`config.mk`:
```
export PLATFORM = sky130hd
export DESIGN_NAME = riscv_writeback
export DESIGN_NICKNAME = d
export VERILOG_FILES = /design/src/rtl/riscv_writeback.sv
export SDC_FILE = /design/constraint.sdc
export NUM_CORES = 1
export LEC_CHECK = 0
export BUFFER_PORTS_ARGS = -buffer_cell sky130_fd_sc_hd__buf_2
export CORE_MARGIN = 3
export CORE_UTILIZATION = 40
export CTS_BUF_LIST = sky130_fd_sc_hd__clkbuf_8
export DETAILED_ROUTE_END_ITERATION = 10
export PLACE_DENSITY = 0.76
export SYNTH_ARGS = -nofsm -noshare
export SYNTH_HDL_FRONTEND = slang
export SYNTH_SLANG_ARGS = --single-unit
```
`constraint.sdc`:
```
create_clock -name clk -period 2.3 [get_ports clk]
set_input_delay 0 -clock clk [delete_from_list [all_inputs] [get_ports clk]]
set_output_delay 0 -clock clk [all_outputs]
set_load 0.005 [all_outputs]
```
`src/rtl/riscv_writeback.sv`:
```
// Writeback stage: arbitrates ALU results and extended load responses into one register-file write port.
// Optional RISCV_WB_SCOREBOARD_EN adds a per-register pending-write vector.
package riscv_wb_pkg;
    typedef enum logic {
        RF_DISABLE = 1'b0,
        RF_WRITE   = 1'b1
    } rf_wen_e;
endpackage

module riscv_writeback
    import riscv_wb_pkg::*;
#(
    parameter int WORD_LENGTH = 32,
    parameter int ADDR_LENGTH = 5
) (
    input  logic                   clk,
    input  logic                   reset_n,
    input  logic                   alu_valid,
    input  logic [ADDR_LENGTH-1:0] alu_rd,
    input  logic [WORD_LENGTH-1:0] alu_data,
    output logic                   alu_ready,
    input  logic                   mem_valid,
    input  logic [ADDR_LENGTH-1:0] mem_rd,
    input  logic [WORD_LENGTH-1:0] mem_data,
    input  logic [2:0]             mem_funct3,
    input  logic [1:0]             mem_byte_off,
    output logic                   mem_ready,
    output rf_wen_e                write_en,
    output logic [ADDR_LENGTH-1:0] write_addr,
    output logic [WORD_LENGTH-1:0] data
`ifdef RISCV_WB_SCOREBOARD_EN
    ,
    output logic [2**ADDR_LENGTH-1:0] pending
`endif
);

    function automatic logic [WORD_LENGTH-1:0] load_extend(
        input logic [2:0]             f3,
        input logic [1:0]             off,
        input logic [WORD_LENGTH-1:0] w
    );
        logic [7:0]  b;
        logic [15:0] h;
        case (off)
            2'd0:    b = w[7:0];
            2'd1:    b = w[15:8];
            2'd2:    b = w[23:16];
            2'd3:    b = w[31:24];
            default: b = w[7:0];
        endcase
        h = off[1] ? w[31:16] : w[15:0];
        case (f3)
            3'b000:  load_extend = {{(WORD_LENGTH-8){b[7]}}, b};
            3'b001:  load_extend = {{(WORD_LENGTH-16){h[15]}}, h};
            3'b100:  load_extend = {{(WORD_LENGTH-8){1'b0}}, b};
            3'b101:  load_extend = {{(WORD_LENGTH-16){1'b0}}, h};
            default: load_extend = w;
        endcase
    endfunction

    logic [ADDR_LENGTH-1:0] r_fifo_rd   [2];
    logic [WORD_LENGTH-1:0] r_fifo_data [2];
    logic                   r_wptr;
    logic                   r_rptr;
    logic [1:0]             r_count;
    logic [1:0]             r_starve_cnt;
    rf_wen_e                r_write_en;
    logic [ADDR_LENGTH-1:0] r_write_addr;
    logic [WORD_LENGTH-1:0] r_data;

    logic                   w_alu_ready;
    logic                   w_mem_ready;
    logic                   w_alu_acc;
    logic                   w_mem_acc;
    logic                   w_pop;
    logic [WORD_LENGTH-1:0] w_ext;

    // Ready generation; nothing is accepted while reset is asserted.
    always_comb begin
        w_alu_ready = 1'b0;
        w_mem_ready = 1'b0;
        if (reset_n) begin
            w_mem_ready = (r_count != 2'd2);
            w_alu_ready = (r_count == 2'd0) || (r_starve_cnt == 2'd3);
        end else begin
            w_mem_ready = 1'b0;
            w_alu_ready = 1'b0;
        end
    end

    assign w_alu_acc = alu_valid & w_alu_ready;
    assign w_mem_acc = mem_valid & w_mem_ready;
    assign w_pop     = (r_count != 2'd0) & ~w_alu_acc;
    assign w_ext     = load_extend(mem_funct3, mem_byte_off, mem_data);

    assign alu_ready  = w_alu_ready;
    assign mem_ready  = w_mem_ready;
    assign write_en   = r_write_en;
    assign write_addr = r_write_addr;
    assign data       = r_data;

    // Two-entry load FIFO holding already-extended data.
    always_ff @(posedge clk) begin
        if (!reset_n) begin
            r_wptr  <= 1'b0;
            r_rptr  <= 1'b0;
            r_count <= 2'd0;
            for (int i = 0; i < 2; i++) begin
                r_fifo_rd[i]   <= {ADDR_LENGTH{1'b0}};
                r_fifo_data[i] <= {WORD_LENGTH{1'b0}};
            end
        end else begin
            if (w_mem_acc) begin
                r_fifo_rd[r_wptr]   <= mem_rd;
                r_fifo_data[r_wptr] <= w_ext;
                r_wptr              <= ~r_wptr;
            end
            if (w_pop) begin
                r_rptr <= ~r_rptr;
            end
            case ({w_mem_acc, w_pop})
                2'b10:   r_count <= r_count + 2'd1;
                2'b01:   r_count <= r_count - 2'd1;
                default: r_count <= r_count;
            endcase
        end
    end

    // Starvation counter: after three pops against a waiting ALU beat, the ALU gets the port.
    always_ff @(posedge clk) begin
        if (!reset_n) begin
            r_starve_cnt <= 2'd0;
        end else if (w_alu_acc || !alu_valid) begin
            r_starve_cnt <= 2'd0;
        end else if (w_pop) begin
            r_starve_cnt <= r_starve_cnt + 2'd1;
        end else begin
            r_starve_cnt <= r_starve_cnt;
        end
    end

    // Registered write port; address/data hold when no beat is selected.
    always_ff @(posedge clk) begin
        if (!reset_n) begin
            r_write_en   <= RF_DISABLE;
            r_write_addr <= {ADDR_LENGTH{1'b0}};
            r_data       <= {WORD_LENGTH{1'b0}};
        end else if (w_alu_acc) begin
            r_write_en   <= (alu_rd != {ADDR_LENGTH{1'b0}}) ? RF_WRITE : RF_DISABLE;
            r_write_addr <= alu_rd;
            r_data       <= alu_data;
        end else if (w_pop) begin
            r_write_en   <= (r_fifo_rd[r_rptr] != {ADDR_LENGTH{1'b0}}) ? RF_WRITE : RF_DISABLE;
            r_write_addr <= r_fifo_rd[r_rptr];
            r_data       <= r_fifo_data[r_rptr];
        end else begin
            r_write_en   <= RF_DISABLE;
            r_write_addr <= r_write_addr;
            r_data       <= r_data;
        end
    end

`ifdef RISCV_WB_SCOREBOARD_EN
    localparam int NREG = 2**ADDR_LENGTH;
    logic [NREG-1:0] w_one;
    logic [NREG-1:0] w_pend_head;
    logic [NREG-1:0] w_pend_tail;
    logic [NREG-1:0] w_pend_out;

    // x0 never counts as pending; the output register only counts when it is actually writing.
    assign w_one       = {{(NREG-1){1'b0}}, 1'b1};
    assign w_pend_head = ((r_count != 2'd0) && (r_fifo_rd[r_rptr] != {ADDR_LENGTH{1'b0}}))
                         ? (w_one << r_fifo_rd[r_rptr]) : {NREG{1'b0}};
    assign w_pend_tail = ((r_count == 2'd2) && (r_fifo_rd[~r_rptr] != {ADDR_LENGTH{1'b0}}))
                         ? (w_one << r_fifo_rd[~r_rptr]) : {NREG{1'b0}};
    assign w_pend_out  = (r_write_en == RF_WRITE) ? (w_one << r_write_addr) : {NREG{1'b0}};
    assign pending     = w_pend_head | w_pend_tail | w_pend_out;
`endif

endmodule

```
==> results of run 1 <==
==> synth_stat cells, drive strengths merged, types with 2 or more instances <==
| cell type | instances |
|---|---|
| a211oi | 32 |
| a21boi | 7 |
| a21o | 39 |
| a21oi | 15 |
| a221o | 9 |
| a22oi | 4 |
| and2 | 14 |
| and3 | 3 |
| buf | 15 |
| clkbuf | 28 |
| dfxtp | 45 |
| edfxtp | 74 |
| ha | 2 |
| inv | 4 |
| mux2 | 12 |
| nand2 | 22 |
| nand2b | 3 |
| nand3 | 39 |
| nor2 | 58 |
| nor2b | 35 |
| nor3 | 3 |
| o2111ai | 2 |
| o21a | 2 |
| o21ai | 12 |
| o31ai | 32 |
| xnor2 | 2 |
==> stage by stage <==
step	hold WS [ns]	worst slack, ns	total power, mW	utilization [%]
after floorplan	0.182	0.299	3.97	-
after global placement	0.287	0.328	4.62	47.6
after detailed placement	0.295	0.212	4.69	47.6
after CTS	0.0434	0.188	6.62	56.0
after global routing	0.0887	0.0363	6.97	56.0
final	0.0858	0.182	6.59	56.0
==> final cells by class <==
type | count | share of cell area (%)
Sequential cell | 119 | 41.1
Multi-Input combinational cell | 362 | 30.7
Timing Repair Buffer | 213 | 20.0
Clock buffer | 20 | 3.62
Tap cell | 176 | 2.90
Clock inverter | 12 | 1.47
Inverter | 4 | 0.198
==> cell usage in the layout, fill, tap and decap left out, types with 2 or more instances in the layout <==
cell	n
nor2_1	56
o21a_1	2
ha_1	2
a22oi_1	4
o31ai_1	32
buf_2	122
nand3_1	39
edfxtp_1	74
o2111ai_2	2
and3_1	3
nor2b_1	35
a221o_1	9
a21boi_0	7
a21o_1	39
and2_1	14
inv_1	7
clkinv_1	2
nand2b_1	3
mux2_2	12
clkinv_2	2
clkbuf_8	20
o21ai_1	10
nand2_1	20
xnor2_1	2
nor3_4	2
dlygate4sd3_1	75
a211oi_1	32
o21ai_0	2
clkinvlp_4	3
bufinv_16	2
nand2_2	2
buf_4	13
a21oi_1	15
buf_12	3
dfxtp_1	44
==> worst min-delay path, cell delays in order <==
cell and delay, ns:
buf_2 0.13, o211ai_1 0.17, nand2_1 0.11, a21boi_0 0.07
==> registers in the layout, indices dropped and copies added, names as in the netlist, named ones only <==
| name | flops |
|---|---|
| r_fifo_data | 64 |
| data | 32 |
| r_fifo_rd | 10 |
| write_addr | 5 |
| r_count | 2 |
| r_starve_cnt | 2 |
| r_rptr | 1 |
| r_wptr | 1 |
| write_en | 1 |
==> worst min path at each step <==
stage / start / end / slack (ns) / cells after the start
after floorplan: alu_rd[2] / write_addr[2] / 0.18 / 2
after global placement: alu_rd[2] / write_addr[2] / 0.29 / 3
after detailed placement: mem_rd[4] / r_fifo_rd[1][4] / 0.29 / 2
after CTS: mem_valid / r_wptr / 0.04 / 4
after global routing: mem_valid / r_wptr / 0.09 / 4
final: mem_valid / r_wptr / 0.09 / 4
==> power by group through the flow <==
stage          registers [mW]  logic (mW)  clock network [mW]
3_3_place_gp             2.85        1.78                   0
5_1_grt                  2.86        2.13                1.98
4_1_cts                  2.82        1.93                1.87
2_1_floorplan            2.84        1.13                   0
3_5_place_dp             2.87        1.82                   0
6_report                 2.83        1.93                1.84
==> layer usage <==
metal | track usage (%) | wire length, µm | vias to the layer above
li1 | - | - | 2345
met1 | 27.1 | 6790 | 2366
met2 | 32.3 | 7480 | 228
met3 | 5.67 | 1260 | 37
met4 | 9.31 | 482 | 0
met5 | 0 | 0 | -
==> logic make-up (layout without fill, tap and decap cells) <==
| logic type | after synthesis | after routing | synth area share [%] |
|---|---|---|---|
| DFF | 119 | 119 | 55.1 |
| AOI/OAI and AO/OA | 160 | 160 | 20.7 |
| xor gates and xnor gates | 3 | 3 | 0.464 |
| adders and majority gates | 2 | 2 | 0.442 |
| and+or+nand+nor | 183 | 183 | 16.4 |
| muxes | 14 | 14 | 2.96 |
| buffers and inverters | 47 | 249 | 3.86 |
==> what timing repair did <==
action / CTS / global route
hold buffers: 75 / 0
endpoints found under the hold margin: 115 / 0
setup buffers: 0 / 0
setup endpoints to repair: 0 / 0
gates resized for setup: 0 / 0
==> flow_summary_export.csv, run 1 <==
group,metric,value,unit
setup_path,cp.required,2.61,ns
die,coreArea,13600,µm²
die,ios,123,
routing,antenna_left,0,
synthesis,syn_avg_cell_area,10.7,µm²
cts,cts.htree.levels,4,
global_route,grt_pass1_vias,4991,
timing,finalClockSkew,0.00747,ns
global_route,gr-total-overflow,0,
timing,slew_viol_final,0,
power_and_ir_drop,p_sw,2.09,mW
power_and_ir_drop,clkPwrFrac,27.9,%
setup_path,crit_family,"simple AND/OR/NAND/NOR gates",
cts,clock_latency,0.45,ns
timing,setup-tns-final,0,ns
routing,drc,0,
cts,cts_buffer_depth,2,
placed_design,dpl_cell_area,6460,µm²
synthesis,ys.flop_type,"edfxtp_1",
outcome,status,"completed",
synthesis,synth-edff-count,74,
die,dieWidth,125,µm
die,num_rows,42,
power_and_ir_drop,seqPwrFrac,42.9,%
synthesis,synthDistinctLibCells,47,
timing,post-route-period-util,92.1,%
power_and_ir_drop,internal_power,4.50,mW
timing,grt_setup_unrepaired,"false",
timing,worst_pin_slew,1.15,ns
synthesis,syn_area,5670,µm²
cts,cts.sinks,119,
routing,wl_per_cell,17.7,µm
power_and_ir_drop,pwr_density_cell,868,nW/µm²
synthesis,ys_seq_area_share,55.1,%
synthesis,synth_top_cell_by_area,"edfxtp_1",
die,start_util,41.8,%
synthesis,synth-async-reset-ratio,0,%
flow_run,max_cap_viol_count,0,
routing,vias,4976,
final_layout,area_delta_synth_final,34.0,%
timing,fmax,472,MHz
synthesis,synthTopCellsByArea,"edfxtp_1 (39%), dfxtp_1 (16%), a21o_1 (5.2%)",
synthesis,syn_inst,528,
setup_path,path_buf_inv,0,
placed_design,dp.cells,799,
synthesis,synth_warnings,0,
placed_design,hpwl,10900,µm
final_layout,diodes,0,
power_and_ir_drop,ir_worst_vdd,0.429,mV
setup_path,ff2ff_setup_slack,0.18,ns
setup_path,arrival,2.43,ns
power_and_ir_drop,p_sw_share,31.7,%
global_route,grt_pass1_wl,25800,µm
global_route,antenna_found_initial,0,
timing,finalHoldViolations,0,
power_and_ir_drop,p_leak,3.32,nW
timing,fin_crit,2.12,ns
global_route,grt_usage,20.7,%
placed_design,io_buffers,122,
final_layout,fillers,1161,
placed_design,gp_congestion,0.850,
synthesis,yosysTopAreaCellShare,39.2,%
setup_path,reg2reg_depth,3,
synthesis,synth_seq_cells,119,
cts,clk_pin_slew,0.07,ns
final_layout,drive_gt1_share,26.0,%
routing,dr.pass1.iters,5,
final_layout,multiInputGateArea,2330,µm²
setup_path,cp_num_cells,3,
setup_path,path_cells,"o2111ai_2 -> nor2_1 -> a21o_1",
setup_path,critPathMaxStageDelay,0.91,ns
routing,drt_iter0_drc,294,
setup_path,critPathKind,"register to register",
setup_path,critPathMaxFanout,16,
final_layout,fin_nets,802,
timing,slew_headroom,22.7,%
setup_path,end_kind,"register",
routing,routed_wl,16000,µm
timing,setup_viol,0,
die,die_y,125,µm
power_and_ir_drop,pwr-share-comb,29.3,%
setup_path,r2r_start,"r_count[0]",
final_layout,design_area,7590,µm²
setup_path,worstReg2RegEnd,"r_fifo_data[0][20]",
setup_path,startpoint,"r_count[0]",
final_layout,fin_cells,906,
cts,cts_made_buffers,17,
cts,cts_tree,"built",
synthesis,synthesis.nets,613,
die,dieArea,15600,µm²
global_route,grt_max_degree,66,
setup_path,setup.worst_path.end,"r_fifo_data[0][20]",
setup_path,cp-start-kind,"register",
cts,root_buffer,"clkbuf_8",
routing,vias_per_cell,5.49,
worst_hold_path,hold_class,"primary input to register",
setup_path,cpMaxStageDelayCell,"nor2_1",
final_layout,ff_latch_area,3120,µm²
Power figures use the tool's default switching activity.
==> run 2, diff against run 1 <==
Settings changed: RECOVER_POWER from default to 50.
==> run 2 against run 1 <==
Effect of this change: final area down 0.81%; flip-flop and latch count unchanged; global-route usage unchanged; combinational power down 2%; first-iteration DRC count up 4.1%; hold slack better by 0.00072 ns; via count up 0.32%; sequential share of layout area up 0.33 points; die area unchanged; critical path depth up 1; register-to-register slack better by 0.02 ns; sequential power about the same; critical endpoint is now r_fifo_data[1][14].
==> flow_summary_export.csv, run 2 (synthesized netlist as in run 1, its figures left out) <==
group,metric,value,unit
die,ios,123,
global_route,grt_pass1_wl,25800,µm
power_and_ir_drop,ir_worst_vdd,0.430,mV
timing,finalHoldViolations,0,
outcome,status,"completed",
timing,setup-tns-final,0,ns
cts,post_cts_buffers,0,
cts,cts.repair.resized,0,
final_layout,largest-register,"r_fifo_data",
cts,root_buffer,"clkbuf_8",
setup_path,cp.required,2.39,ns
final_layout,fillers,1180,
routing,drt_iter0_drc,306,
global_route,grt_pass1_vias,4991,
setup_path,critPathMaxStageDelay,0.51,ns
final_layout,design_area,7530,µm²
final_layout,fin_cells,906,
timing,setup_viol,0,
setup_path,r2r_start,"r_count[0]",
timing,fin_crit,2.10,ns
cts,clock_latency,0.45,ns
setup_path,critPathMaxFanout,32,
placed_design,dpl_cell_area,6460,µm²
setup_path,critPathKind,"register to register",
die,dieWidth,125,µm
cts,cts.htree.levels,4,
routing,vias,4992,
die,die_y,125,µm
worst_hold_path,min_path_cells,3,
timing,finalClockSkew,0.00949,ns
final_layout,largest_reg_flops,64,
die,coreArea,13600,µm²
placed_design,hpwl,10900,µm
timing,slew_headroom,23.7,%
routing,routed_wl,16100,µm
setup_path,ff2ff_setup_slack,0.20,ns
placed_design,dp.cells,799,
routing,wl_per_cell,17.7,µm
final_layout,fin_nets,802,
worst_hold_path,hold_start,"mem_valid",
global_route,grt_max_degree,66,
timing,post-route-period-util,91.2,%
timing,fmax,477,MHz
die,start_util,41.8,%
power_and_ir_drop,p_leak,3.23,nW
final_layout,final_common_cell,"buf_2",
flow_run,max_cap_viol_count,0,
final_layout,final_cell_mix,"buf_2 (103), dlygate4sd3_1 (75), edfxtp_1 (74), nor2_1 (56), dfxtp_1 (44)",
setup_path,arrival,2.19,ns
setup_path,path_cells,"o2111ai_1 -> clkbuf_1 -> nand2_1 -> buf_4",
cts,ctsHoldBuffers,75,
global_route,antenna_found_initial,0,
timing,grt_setup_unrepaired,"false",
setup_path,worstReg2RegEnd,"r_fifo_data[1][14]",
routing,antenna_left,0,
power_and_ir_drop,pwr_density_cell,870,nW/µm²
final_layout,diodes,0,
cts,clk_pin_slew,0.07,ns
cts,cts_tree,"built",
final_layout,final_util,55.6,%
worst_hold_path,hold_class,"primary input to register",
timing,worst_pin_slew,1.14,ns
routing,vias_per_cell,5.51,
setup_path,cp-start-kind,"register",
setup_path,end_kind,"register",
timing,slew_viol_final,0,
worst_hold_path,hold_end,"r_fifo_data[0][0]",
final_layout,area_delta_synth_final,32.9,%
placed_design,gp_congestion,0.850,
cts,cts_made_buffers,17,
die,dieArea,15600,µm²
routing,dr.pass1.iters,5,
final_layout,drive_gt1_share,22.5,%
cts,cts_buffer_depth,2,
global_route,gr-total-overflow,0,
die,num_rows,42,
cts,cts.sinks,119,
setup_path,reg2reg_depth,4,
routing,drc,0,
placed_design,io_buffers,122,
global_route,grt_usage,20.7,%
setup_path,cpMaxStageDelayCell,"dfxtp_1",
-- run 2: cell types whose count changed in the layout (fill, tap and decap cells not counted), sizes merged --
cell	change
clkbuf	+23
buf	-23
-- run 2: critical path: cells and delay by family, from the launching register on --
kind	cells	cell delay, ns
simple gates	1	0.29
buf+inv	2	0.68
compound gates	1	0.23
flops	1	0.51
-- run 2: how the worst max path moves through the flow --
stage                     startpoint                  to  cells past startpoint
final                     r_count[0]  r_fifo_data[1][14]                      4
after global routing      r_count[0]  r_fifo_data[1][14]                      4
after CTS                 r_count[0]  r_fifo_data[0][19]                      3
after detailed placement  r_count[0]  r_fifo_data[0][19]                      3
after global placement    r_count[0]  r_fifo_data[0][20]                      3
after floorplan           r_count[0]   r_fifo_data[0][0]                      4
-- run 2: metal layers --
layer  global-route usage (%)  routed length [µm]
met1                     27.1                6910
met2                     32.3                7530
met3                     5.67                1140
met4                     9.31                 489
met5                        0                   0
-- run 2: final cells by class --
class	instances	area [µm²]	share of cell area, %
multi-input combinational	362	2320	30.8
tap	176	220	2.92
timing repair buffer	213	1470	19.5
clock inverter	12	111	1.48
sequential	119	3120	41.5
clock buffer	20	275	3.65
inverter	4	15.0	0.199
-- run 2: through the flow --
step | setup WS [ns] | hold slack (ns) | power (mW)
floorplan | 0.299 | 0.182 | 3.97
global placement | 0.328 | 0.287 | 4.62
detailed placement | 0.212 | 0.295 | 4.69
CTS | 0.188 | 0.0434 | 6.62
global route | 0.0627 | 0.0779 | 6.93
finish | 0.202 | 0.0865 | 6.56
-- run 2: where the power goes --
part           switching [mW]  internal (mW)
combinational            1.11          0.779
sequential              0.176           2.65
clock                   0.815           1.02
==> run 3, diff against run 2 <==
--- a/config.mk
+++ b/config.mk
@@ -8,8 +8,8 @@
 export BUFFER_PORTS_ARGS = -buffer_cell sky130_fd_sc_hd__buf_2
 export CORE_MARGIN = 3
-export CORE_UTILIZATION = 40
+export CORE_UTILIZATION = 45
 export CTS_BUF_LIST = sky130_fd_sc_hd__clkbuf_8
 export DETAILED_ROUTE_END_ITERATION = 10
-export PLACE_DENSITY = 0.76
+export PLACE_DENSITY = 0.83
 export RECOVER_POWER = 50
 export SYNTH_ARGS = -nofsm -noshare
==> constraint.sdc (replaced) <==
create_clock -name clk -period 2.3 [get_ports clk]
set_input_delay 0 -clock clk [delete_from_list [all_inputs] [get_ports clk]]
set_output_delay 0 -clock clk [all_outputs]
set_load 0.01 [all_outputs]
==> run 3 against run 2 <==
Effect of this change: non-clock buffer count is 1 higher; cell count shrank 0.77%; setup slack improved by 0.031 ns; flip-flop and latch count is the same; wire length grew 1.1%; global-route usage rose by 2.7 points; total power grew 4.0%; sequential share of layout area about the same; via count rose by 0.42%; die area is 11% lower; final area about the same; critical path type unchanged.
==> flow_summary_export.csv, run 3 (synthesized netlist as in run 1, its figures left out) <==
group,metric,value,unit
outcome,status,"completed",
global_route,gr-total-overflow,0,
routing,wl_per_cell,18.1,µm
global_route,grt_usage,23.4,%
routing,drc,0,
timing,setup-tns-final,0,ns
die,dieWidth,118,µm
final_layout,diodes,0,
routing,antenna_left,0,
cts,cts_buffer_depth,2,
cts,cts_made_buffers,17,
routing,vias,5013,
timing,fmax,484,MHz
worst_hold_path,hold_class,"primary input to register",
final_layout,largest_reg_flops,64,
final_layout,fin_cells,899,
final_layout,drive_gt1_share,20.5,%
timing,post-route-period-util,89.9,%
routing,drt_iter0_drc,451,
die,start_util,46.6,%
die,dieArea,14000,µm²
routing,routed_wl,16200,µm
power_and_ir_drop,pwr_density_cell,905,nW/µm²
power_and_ir_drop,ir_worst_vdd,0.395,mV
worst_hold_path,min_path_cells,3,
final_layout,final_common_cell,"buf_2",
worst_hold_path,hold_start,"mem_data[12]",
routing,dr_wl_met3,1130,µm
cts,root_buffer,"clkbuf_8",
final_layout,fin_nets,803,
final_layout,area_delta_synth_final,33.0,%
setup_path,end_kind,"register",
setup_path,critPathKind,"register to register",
setup_path,arrival,2.35,ns
timing,slew_viol_final,0,
final_layout,largest-register,"r_fifo_data",
routing,met2WireLength,7620,µm
final_layout,final_util,62.0,%
worst_hold_path,hold_end,"r_fifo_data[0][12]",
final_layout,final_cell_mix,"buf_2 (82), edfxtp_1 (74), dlygate4sd3_1 (73), nor2_1 (55), dfxtp_1 (44)",
setup_path,ff2ff_setup_slack,0.23,ns
timing,holdWs,0.0267,ns
setup_path,cp-start-kind,"register",
die,num_rows,40,
cts,cts.htree.levels,4,
setup_path,cp.required,2.59,ns
placed_design,dp.cells,794,
global_route,antenna_found_initial,0,
timing,fin_crit,2.07,ns
setup_path,r2r_start,"r_count[0]",
routing,dr.pass1.iters,5,
timing,finalClockSkew,0.00976,ns
routing,top_layer_used,"met4",
placed_design,io_buffers,122,
cts,clock_latency,0.43,ns
die,coreArea,12200,µm²
timing,finalHoldViolations,0,
timing,grt_setup_unrepaired,"false",
power_and_ir_drop,p_leak,3.16,nW
timing,worst_pin_slew,1.20,ns
die,die_y,118,µm
global_route,grt_pass1_wl,26000,µm
timing,slew_headroom,19.4,%
setup_path,critPathMaxFanout,16,
global_route,grt_pass1_vias,5071,
setup_path,reg2reg_depth,3,
placed_design,gp_congestion,0.853,
die,ios,123,
cts,clk_pin_slew,0.07,ns
setup_path,worstReg2RegEnd,"r_fifo_data[1][16]",
flow_run,max_cap_viol_count,0,
timing,setup_viol,0,
routing,m1WireLength,7080,µm
cts,cts_tree,"built",
cts,cts.sinks,119,
placed_design,hpwl,10900,µm
global_route,grt_max_degree,67,
routing,vias_per_cell,5.58,
-- run 3: changes by cell type in the layout (fill, tap and decap cells not counted), sizes merged --
cell / change
clkbuf: +21
buf: -20
clkinv: +5
inv: -3
bufinv: +2
clkinvlp: -2
dlygate4sd3: -2
-- run 3: worst max-delay path, cell delays in order (launching register included) --
cell	delay, ns
dfxtp_1	0.51
o2111ai_1	0.23
nor2_1	0.94
a21o_1	0.24
-- run 3: what timing repair did --
action / 4_1_cts / 5_1_grt
buffers inserted: 0 / 0
endpoints found under the hold margin: 108 / 0
hold buffers: 73 / 0
endpoints found under the setup margin: 0 / 1
resized for setup: 0 / 1
-- run 3: cell type report --
type / instances / area [µm²]
Inverter: 4 / 15.0
Clock buffer: 18 / 248
Clock inverter: 14 / 181
Timing Repair Buffer: 214 / 1440
Tap cell: 168 / 210
Sequential cell: 119 / 3120
Multi-Input combinational cell: 362 / 2320
Fill cell: 978 / 4630
-- run 3: report_power, final --
part | leakage, nW | internal, mW | switching (mW)
combinational | 1.80 | 0.748 | 1.19
clock | 0.217 | 1.20 | 0.850
sequential | 1.14 | 2.65 | 0.181
total | 3.16 | 4.60 | 2.22
-- run 3: routing by layer --
layer	GRT usage, %	vias up
met4	8.28	0
met3	4.98	45
li1	-	2353
met1	31.6	2368
met5	0	-
met2	37.5	247
-- run 3: worst max-delay path by stage --
stage	startpoint	to	slack (ns)	cells after the start
floorplan	r_count[0]	r_fifo_data[0][0]	0.30	4
global route	r_count[1]	r_fifo_data[0][11]	0.11	4
CTS	r_count[0]	r_fifo_data[0][18]	0.14	3
detailed placement	r_count[0]	r_fifo_data[0][30]	0.22	3
finish	r_count[0]	r_fifo_data[1][16]	0.23	3
global placement	r_count[0]	r_fifo_data[0][18]	0.33	3
-- run 3: per-stage QoR --
stage	power [mW]	worst slack (ns)	area [µm²]
after floorplan	4.05	0.299	5670
after global placement	4.69	0.325	6460
after detailed placement	4.77	0.218	6460
after CTS	6.88	0.138	7620
after global routing	7.14	0.110	7540
final	6.82	0.233	7540
